## src/rtl/systolic_operand_feeder_if.sv

```systemverilog
`default_nettype none
// ============================================================================
// Module   : systolic_operand_feeder_if
// Purpose  : K-slice stream (valid/ready) into the systolic operand feeder.
// Revision : 1.0
// ============================================================================
interface systolic_operand_feeder_if #(
   parameter int N = 4
);
   logic           s_valid;
   logic           s_ready;
   logic           s_last;
   logic [8*N-1:0] s_a;
   logic [8*N-1:0] s_b;

   modport master (output s_valid, s_last, s_a, s_b, input s_ready);
   modport slave  (input s_valid, s_last, s_a, s_b, output s_ready);
endinterface
`default_nettype wire

```

## src/rtl/systolic_operand_feeder.sv

```systemverilog
`default_nettype none
// ============================================================================
// Module   : systolic_operand_feeder
// Purpose  : Skews A/B K-slices onto the PE array edges, drives the per-PE
//            clear wavefront and flags tile completion after the zero flush.
// Revision : 1.0
// ============================================================================
module systolic_operand_feeder #(
   parameter int N    = 4,
   parameter int KMAX = 255
) (
   input  logic                      clk,
   input  logic                      rst_n,
   systolic_operand_feeder_if.slave  s,
   output logic [8*N-1:0]            a_west,
   output logic [8*N-1:0]            b_north,
   output logic [N*N-1:0]            clear_pe,
   output logic                      tile_done,
   output logic [$clog2(KMAX+1)-1:0] k_count,
   output logic                      k_ovf
);
   localparam int c_kw = $clog2(KMAX+1);
   localparam int c_fw = $clog2(2*N);
   localparam int c_tw = 2*N-1;
   localparam logic [c_kw-1:0] c_kmax      = c_kw'(KMAX);
   localparam logic [c_fw-1:0] c_flush_len = c_fw'(2*N-1);

   typedef enum logic [1:0] {
      ST_IDLE   = 2'd0,
      ST_STREAM = 2'd1,
      ST_FLUSH  = 2'd2
   } state_t;

   state_t            state_q, state_d;
   logic [c_fw-1:0]   flush_cnt_q, flush_cnt_d;
   logic [c_kw-1:0]   k_count_q, k_count_d;
   logic              k_ovf_q, k_ovf_d;
   logic              tile_done_q, tile_done_d;
   logic [c_tw-1:0]   tok_q, tok_d;

   logic ready;
   logic accept;
   logic first_beat;

   // Held low while in reset so upstream never sees a ready from a dead block.
   assign ready      = rst_n & (state_q != ST_FLUSH);
   assign accept     = s.s_valid & ready;
   assign first_beat = accept & (state_q == ST_IDLE);
   assign s.s_ready  = ready;

   always_comb begin
      state_d     = state_q;
      flush_cnt_d = flush_cnt_q;
      k_count_d   = k_count_q;
      k_ovf_d     = k_ovf_q;
      tile_done_d = 1'b0;
      tok_d       = {tok_q[c_tw-2:0], first_beat};

      case (state_q)
         ST_IDLE: begin
            if (accept) begin
               k_count_d = c_kw'(1);
               k_ovf_d   = 1'b0;
               if (s.s_last) begin
                  state_d     = ST_FLUSH;
                  flush_cnt_d = c_flush_len;
               end else begin
                  state_d = ST_STREAM;
               end
            end
         end
         ST_STREAM: begin
            if (accept) begin
               if (k_count_q == c_kmax) begin
                  k_ovf_d = 1'b1;
               end else begin
                  k_count_d = k_count_q + c_kw'(1);
               end
               if (s.s_last) begin
                  state_d     = ST_FLUSH;
                  flush_cnt_d = c_flush_len;
               end
            end
         end
         ST_FLUSH: begin
            // Last beat reaches PE(N-1,N-1) after 2N-1 cycles; done lands with IDLE.
            flush_cnt_d = flush_cnt_q - c_fw'(1);
            if (flush_cnt_q == c_fw'(1)) begin
               state_d     = ST_IDLE;
               tile_done_d = 1'b1;
            end
         end
         default: begin
            state_d = ST_IDLE;
         end
      endcase
   end

   always_ff @(posedge clk or negedge rst_n) begin
      if (!rst_n) begin
         state_q     <= ST_IDLE;
         flush_cnt_q <= '0;
         k_count_q   <= '0;
         k_ovf_q     <= 1'b0;
         tile_done_q <= 1'b0;
         tok_q       <= '0;
      end else begin
         state_q     <= state_d;
         flush_cnt_q <= flush_cnt_d;
         k_count_q   <= k_count_d;
         k_ovf_q     <= k_ovf_d;
         tile_done_q <= tile_done_d;
         tok_q       <= tok_d;
      end
   end

   // Lane i is a 1+i deep chain; idle cycles inject +0 at every chain head.
   for (genvar i = 0; i < N; i++) begin : g_lane
      logic [7:0] a_sr_q [i+1];
      logic [7:0] a_sr_d [i+1];
      logic [7:0] b_sr_q [i+1];
      logic [7:0] b_sr_d [i+1];

      always_comb begin
         a_sr_d[0] = accept ? s.s_a[8*i +: 8] : 8'h00;
         b_sr_d[0] = accept ? s.s_b[8*i +: 8] : 8'h00;
         for (int k = 1; k <= i; k++) begin
            a_sr_d[k] = a_sr_q[k-1];
            b_sr_d[k] = b_sr_q[k-1];
         end
      end

      always_ff @(posedge clk or negedge rst_n) begin
         if (!rst_n) begin
            for (int k = 0; k <= i; k++) begin
               a_sr_q[k] <= 8'h00;
               b_sr_q[k] <= 8'h00;
            end
         end else begin
            for (int k = 0; k <= i; k++) begin
               a_sr_q[k] <= a_sr_d[k];
               b_sr_q[k] <= b_sr_d[k];
            end
         end
      end

      assign a_west[8*i +: 8]  = a_sr_q[i];
      assign b_north[8*i +: 8] = b_sr_q[i];
   end

   // The clear token sits on anti-diagonal i+j exactly when the first pair arrives there.
   for (genvar i = 0; i < N; i++) begin : g_row
      for (genvar j = 0; j < N; j++) begin : g_col
         assign clear_pe[i*N+j] = tok_q[i+j];
      end
   end

   assign tile_done = tile_done_q;
   assign k_count   = k_count_q;
   assign k_ovf     = k_ovf_q;
endmodule
`default_nettype wire
```

## src/flat_wrapper.sv

```systemverilog
// flat-port wrapper written by rule: the top's interface ports become plain ports
module systolic_operand_feeder_flat 
#(
   parameter int N    = 4,
   parameter int KMAX = 255
)
  (clk, rst_n, a_west, b_north, clear_pe, tile_done, k_count, k_ovf, s_s_valid, s_s_last, s_s_a, s_s_b, s_s_ready);
  systolic_operand_feeder_if #(.N(N)) s_i ();
  input  logic clk;
  input  logic rst_n;
  output logic [8*N-1:0] a_west;
  output logic [8*N-1:0] b_north;
  output logic [N*N-1:0] clear_pe;
  output logic tile_done;
  output logic [$clog2(KMAX+1)-1:0] k_count;
  output logic k_ovf;
  input wire logic [$bits(s_i.s_valid)-1:0] s_s_valid;
  input wire logic [$bits(s_i.s_last)-1:0] s_s_last;
  input wire logic [$bits(s_i.s_a)-1:0] s_s_a;
  input wire logic [$bits(s_i.s_b)-1:0] s_s_b;
  output wire logic [$bits(s_i.s_ready)-1:0] s_s_ready;
  assign s_i.s_valid = s_s_valid;
  assign s_i.s_last = s_s_last;
  assign s_i.s_a = s_s_a;
  assign s_i.s_b = s_s_b;
  assign s_s_ready = s_i.s_ready;
  systolic_operand_feeder #(.N(N), .KMAX(KMAX)) u_core (.clk(clk), .rst_n(rst_n), .s(s_i), .a_west(a_west), .b_north(b_north), .clear_pe(clear_pe), .tile_done(tile_done), .k_count(k_count), .k_ovf(k_ovf));
endmodule
```

## config.mk

```make
export PLATFORM = sky130hd
export DESIGN_NAME = systolic_operand_feeder_flat
export DESIGN_NICKNAME = d
export VERILOG_FILES = /design/src/rtl/systolic_operand_feeder_if.sv /design/src/rtl/systolic_operand_feeder.sv /design/src/flat_wrapper.sv
export SDC_FILE = /design/constraint.sdc
export NUM_CORES = 1
export LEC_CHECK = 0
export BUFFER_PORTS_ARGS = -buffer_cell sky130_fd_sc_hd__buf_2
export CORE_AREA = 2 2 117 96
export CTS_CLUSTER_DIAMETER = 120
export DETAILED_ROUTE_END_ITERATION = 8
export DIE_AREA = 0 0 119 98
export PLACE_DENSITY = 0.84
export SYNTH_ARGS = -nofsm -noshare
export SYNTH_HDL_FRONTEND = slang
export SYNTH_SLANG_ARGS = --single-unit
```

## constraint.sdc

```tcl
create_clock -name clk -period 3.7 [get_ports clk]
set_input_delay 0.37 -clock clk [delete_from_list [all_inputs] [get_ports clk]]
set_output_delay 0.37 -clock clk [all_outputs]
set_load 0.005 [all_outputs]
```

# Yosys cells after proc, flatten, opt, wreduce, memory -nomap -nowiden
# Index checks and enable logic that the tools add are counted.
[op_classes]
addsub = 2
n_eq_ne = 13
muxes = 27
n_bitwise = 3
reduce_logical = 8
[op_table]
columns = ["cell", "count"]
rows = [
  ["$mux 8", 11],
  ["$pmux 8 s2", 1],
  ["$ne 2x1->1 const B", 6],
  ["$reduce_and 4->1", 3],
  ["$mux 2", 5],
  ["$add 8x1->8 const B", 1],
  ["$eq 8x8->1 const B", 1],
  ["$mux 3", 2],
  ["$ne 2x2->1 const B", 3],
  ["$pmux 2 s3", 1],
  ["$pmux 3 s2", 1],
  ["$mux 1", 5],
  ["$reduce_bool 2->1", 2],
  ["$and 1x1->1", 3],
  ["$eq 3x1->1 const B", 1],
  ["$reduce_and 3->1", 1],
  ["$sub 3x1->3 const B", 1],
  ["$eq 2x1->1 const B", 1],
  ["$eq 2x2->1 const B", 1],
  ["$logic_not 2->1", 1],
  ["$pmux 1 s2", 1],
  ["$reduce_or 2->1", 1],
]
[word_totals]
register_bits = 182
inputBits = 68
output_inout_bits = 91
word_cells = 79

# Depth between registers and ports, before layout
[depth]
depth_word = 5
depth_mapped = 6
mapped_depth_nobuf = 6

# Worst setup path after synthesis
# OpenSTA, ideal clock, no wires.
[synth_timing]
path_kind = "reg2reg"
from = "register u_core.k_count_q[0] (netlist: u_core.k_count[0])"
to = "register u_core.k_count_q[5] (netlist: u_core.k_count[5])"
setup_ns = 0.121
t_arrival_ns = 1.399
t_required_ns = 3.579
path_slack_ns = 2.180
path_stages_with_launch = 6
path_buffers = 0
synth_period_minus_slack_ns = 1.520
path_cell_list = "dfrtp_1 ha_1 and3_1 a31o_4 a21o_1 a22o_1"
[synth_via]
elab_chain_len = 4
word_cells_on_any_way = 7
classes_between = "add/sub (1); eq/ne (2); mux (3); reduce/logical (1)"
[synth_rtl]
columns = ["item", "line_no", "text"]
rows = [
  ["start: declaration", "systolic_operand_feeder.sv:36", "logic [c_kw-1:0] k_count_q, k_count_d;"],
  ["start signal: assignment", "systolic_operand_feeder.sv:110", "k_count_q <= k_count_d;"],
  ["$add 8x1->8", "systolic_operand_feeder.sv:77", "k_count_d = k_count_q + c_kw'(1);"],
  ["$mux 8", "systolic_operand_feeder.sv:74", "if (k_count_q == c_kmax) begin"],
  ["$mux 8", "systolic_operand_feeder.sv:73", "if (accept) begin"],
  ["$pmux 8 s2", "systolic_operand_feeder.sv:59", "case (state_q)"],
]
# Several ways; a longest one is shown, not always the timed one. The select of a mux whose other input is x is not followed.
# A chain may end at the register's enable or synchronous reset.

# Final worst setup path
[layout_timing]
from = "register u_core.state_q[0]"
to = "output port s_s_ready"
[layout_via]
elab_chain_len = 2
[layout_rtl]
columns = ["item", "line_no", "text"]
rows = [
  ["start: declaration", "systolic_operand_feeder.sv:34", "state_t state_q, state_d;"],
  ["start signal: assignment", "systolic_operand_feeder.sv:108", "state_q <= state_d;"],
  ["$ne 2x2->1", "systolic_operand_feeder.sv:46", "assign ready = rst_n & (state_q != ST_FLUSH);"],
  ["$and 1x1->1", "systolic_operand_feeder.sv:46", ""],
  ["end: declaration", "flat_wrapper.sv:21", "output wire logic [$bits(s_i.s_ready)-1:0] s_s_ready;"],
]
# No other way between the ends.

==> summary.md <==
| Metric | Value |
|---|---|
| Initial core utilization | `52.11%` |
| DRC | `0` |
| Sw Ratio | `24.87%` |
| Clock tree buffer depth | `2` |
| Worst Path Required | `3330 ps` |
| Drt wl/cell | `15.03 microns` |
| Setup tns final | `0 ps` |
| Most common cell after layout, fill and taps aside | `dfrtp_1` |
| Sink Count | `182` |
| NumNets Final | `558` |
| Critical path buffers and inverters | `1` |
| Boundary pin count | `159` |
| Total grt overflow | `0` |
| RSZ-0062 raised after global routing | `false` |
| Sequential power share | `51.3%` |
| N_diodes | `0` |
| First-pass GRT wire length | `15.30 mm` |
| Hold Worst Slack | `-11.01 ps` |
| Class of the worst hold path | `in2async` |
| Vias in the first global route | `2983` |
| R2r worst-path depth | `5` |
| Data arrival, critical path | `1360 ps` |
| Share of cells above drive strength 1 | `39.00%` |
| Status | `finished with violations` |
| Post-synth net total | `397` |
| CTS tree | `done` |
| Tcrit/Tclk final | `46.88%` |
| Power Density | `638.7 mW/mm^2` |
| Core ar. | `0.01059 sq mm` |
| Worst-path maximum fanout | `8` |
| Postcts setup bufs | `0` |
| CP peak stage delay | `460 ps` |
| Die X | `119 microns` |
| CTS H-tree depth | `4` |
| Worst Max-Slew Pin Slew | `1124 ps` |
| CTS resizes | `0` |
| WS Path Type | `reg2out` |
| Net switching power | `1.105 mW` |
| Number of synthesized flops with an enable pin | `0` |
| Avg Inst Size Synth | `16.93 sq um` |
| Slew margin rel. | `25.04%` |
| Gpl congestion | `0.7325` |
| Post-CTS Hold Buffers | `0` |
| Crit-path cells | `nand2b_4 > and2_1 > buf_2` |
| Die Ht | `98 microns` |
| Register area share after synthesis | `82.50%` |
| Post-synthesis instance total | `326` |
| VDD IR max | `0.0003714 V` |
| Most used DFF post-synth | `dfrtp_1` |
| Via count | `2947` |
| Clk pin slew, worst setup/hold paths | `70 ps` |
| Max-cap violations | `0` |
| PortBufs | `158` |
| Combinational share of power | `9.1%` |
| Place WS | `1607 ps` |
| Reg-to-reg endpoint | `u_core.k_count[5]` |
| Final instance area | `0.006959 sq mm` |
| Synth warn | `0` |
| Final Setup Violations | `0` |
| Pre-antenna DRT Iters | `4` |
| CP delay by family, top | `flip-flops` |
| Asr flop ratio synth | `100.0%` |
| CP Launch Type | `flop` |
| Layout Skew | `10.37 ps` |
| Initial detailed-routing violation count | `140` |
| Clk pwr share | `39.6%` |
| DRT Wirelength | `9.680 mm` |
| R2R Setup Slk | `2070 ps` |
| Failing checks | `negative hold slack` |
| Cell area after synthesis | `0.005520 sq mm` |
| Slowest-stage cell, CP | `dfrtp_1` |
| Initial antenna violation count | `0` |
| DP Area | `0.006365 sq mm` |
| Total GRT Usage | `17.83%` |
| Cell Rows | `34` |
| Final Slew Violations | `0` |
| Crit end category | `primary output` |
| Routed Antenna Nets | `0` |
| Fin crit period | `1735 ps` |
| Die ar. | `0.01166 sq mm` |
| Hold Vio Cnt, Final | `4` |
| Fill count | `769` |
| Yosys reg bits | `182` |
| Setup WS post-layout | `1965 ps` |
| Fmax | `576.5 MHz` |
| Largest net degree at the start of global routing | `96` |
| Most frequent cells in the layout | `dfrtp_1 (182), buf_2 (157), and2_1 (67)` |
| CTS Buf Count | `17` |
| R2r startpoint | `u_core.k_count[0]` |
| Clock tree root driver cell | `clkbuf_16` |
| Finished Core Util | `65.70%` |
| Synth cell types | `32` |
| Vias per cell | `4.576` |
| Internal Power | `3.339 mW` |
| Post-DP HPWL | `6.044 mm` |
| LEAKAGE | `3.849 nW` |
| Worst-Skew Late Latency | `420 ps` |
| Area grow syn2layout | `26.07%` |
==> flip-flops by register name, indices dropped and copies added, names as in the netlist <==
register	cells
u_core.g_lane.a_sr_q	8
u_core.a_west	24
u_core.tile_done	1
u_core.b_north	24
u_core.flush_cnt_q	3
u_core.k_count	8
u_core.g_lane.b_sr_q	8
u_core.k_ovf	1
u_core.g_lane.a_sr_d	48
u_core.g_lane.b_sr_d	48
u_core.state_q	2
u_core.tok_q	7
==> through the flow <==
stage	cells	power [mW]
3_5_place_dp	612	2.723
4_1_cts	644	4.501
2_1_floorplan	326	2.521
6_report	644	4.444
3_3_place_gp	612	2.690
5_1_grt	644	4.650
==> final cells by class <==
cell class	instances	area, sq um	area share [%]
Tap cell	144	180.2	2.589
Clock buffer	18	429.2	6.167
Timing Repair Buffer	159	807.0	11.60
Clock inverter	14	165.2	2.373
Multi-Input combinational cell	124	812.0	11.67
Inverter	3	11.26	0.1618
Sequential cell	182	4554	65.44
==> synthesized netlist by cell type, types with 2 or more instances <==
library cell	n	area, sq um
and3_1	3	18.77
and2_1	67	419.2
buf_4	9	67.56
nand3_1	2	10.01
a31oi_1	2	12.51
nand2_1	6	22.52
o21ai_0	8	40.04
inv_1	3	11.26
ha_1	3	37.54
buf_6	6	67.56
dfrtp_1	182	4554
clkbuf_1	2	7.510
nor2_1	8	30.03
a21oi_1	4	20.02
mux2i_1	2	20.02
nor2b_1	2	12.51
a22o_1	2	17.52
==> worst max path at each step <==
| stage | start | depth (start not counted) | slack (ps) | endpoint |
|---|---|---|---|---|
| global route | rst_n | 2 | 1790 | u_core.g_lane[2].a_sr_d[2] |
| CTS | u_core.state_q[0] | 3 | 1940 | s_s_ready |
| global placement | rst_n | 2 | 1670 | u_core.g_lane[0].b_sr_q[5] |
| detailed placement | rst_n | 2 | 1610 | u_core.b_north[13] |
| floorplan | u_core.k_count[0] | 5 | 2180 | u_core.k_count[5] |
| finish | u_core.state_q[0] | 3 | 1970 | s_s_ready |
==> metal layers <==
metal  track usage [%]  up-vias  wire, microns
met4             5.861        0            102
li1                  -     1353              -
met3             6.600       12            566
met5                 0        -              0
met1             21.83     1478           4027
met2             29.71      104           4984
==> cells by family after synthesis <==
group	share of synthesized area, %
AOI/OAI and AO/OA	2.901
buffers and inverters	2.788
adders and majority gates	0.6800
and+or+nand+nor	10.61
xor gates and xnor gates	0.1587
muxes	0.3627
DFF	82.50
==> power groups by stage <==
stage          clock network, mW  logic, mW  registers [mW]
2_1_floorplan                  0      0.219            2.30
3_5_place_dp                   0      0.408            2.31
6_report                    1.76      0.405            2.28
3_3_place_gp                   0      0.391            2.30
4_1_cts                     1.80      0.415            2.28
5_1_grt                     1.89      0.456            2.30
(Power assumes the default switching activity.)
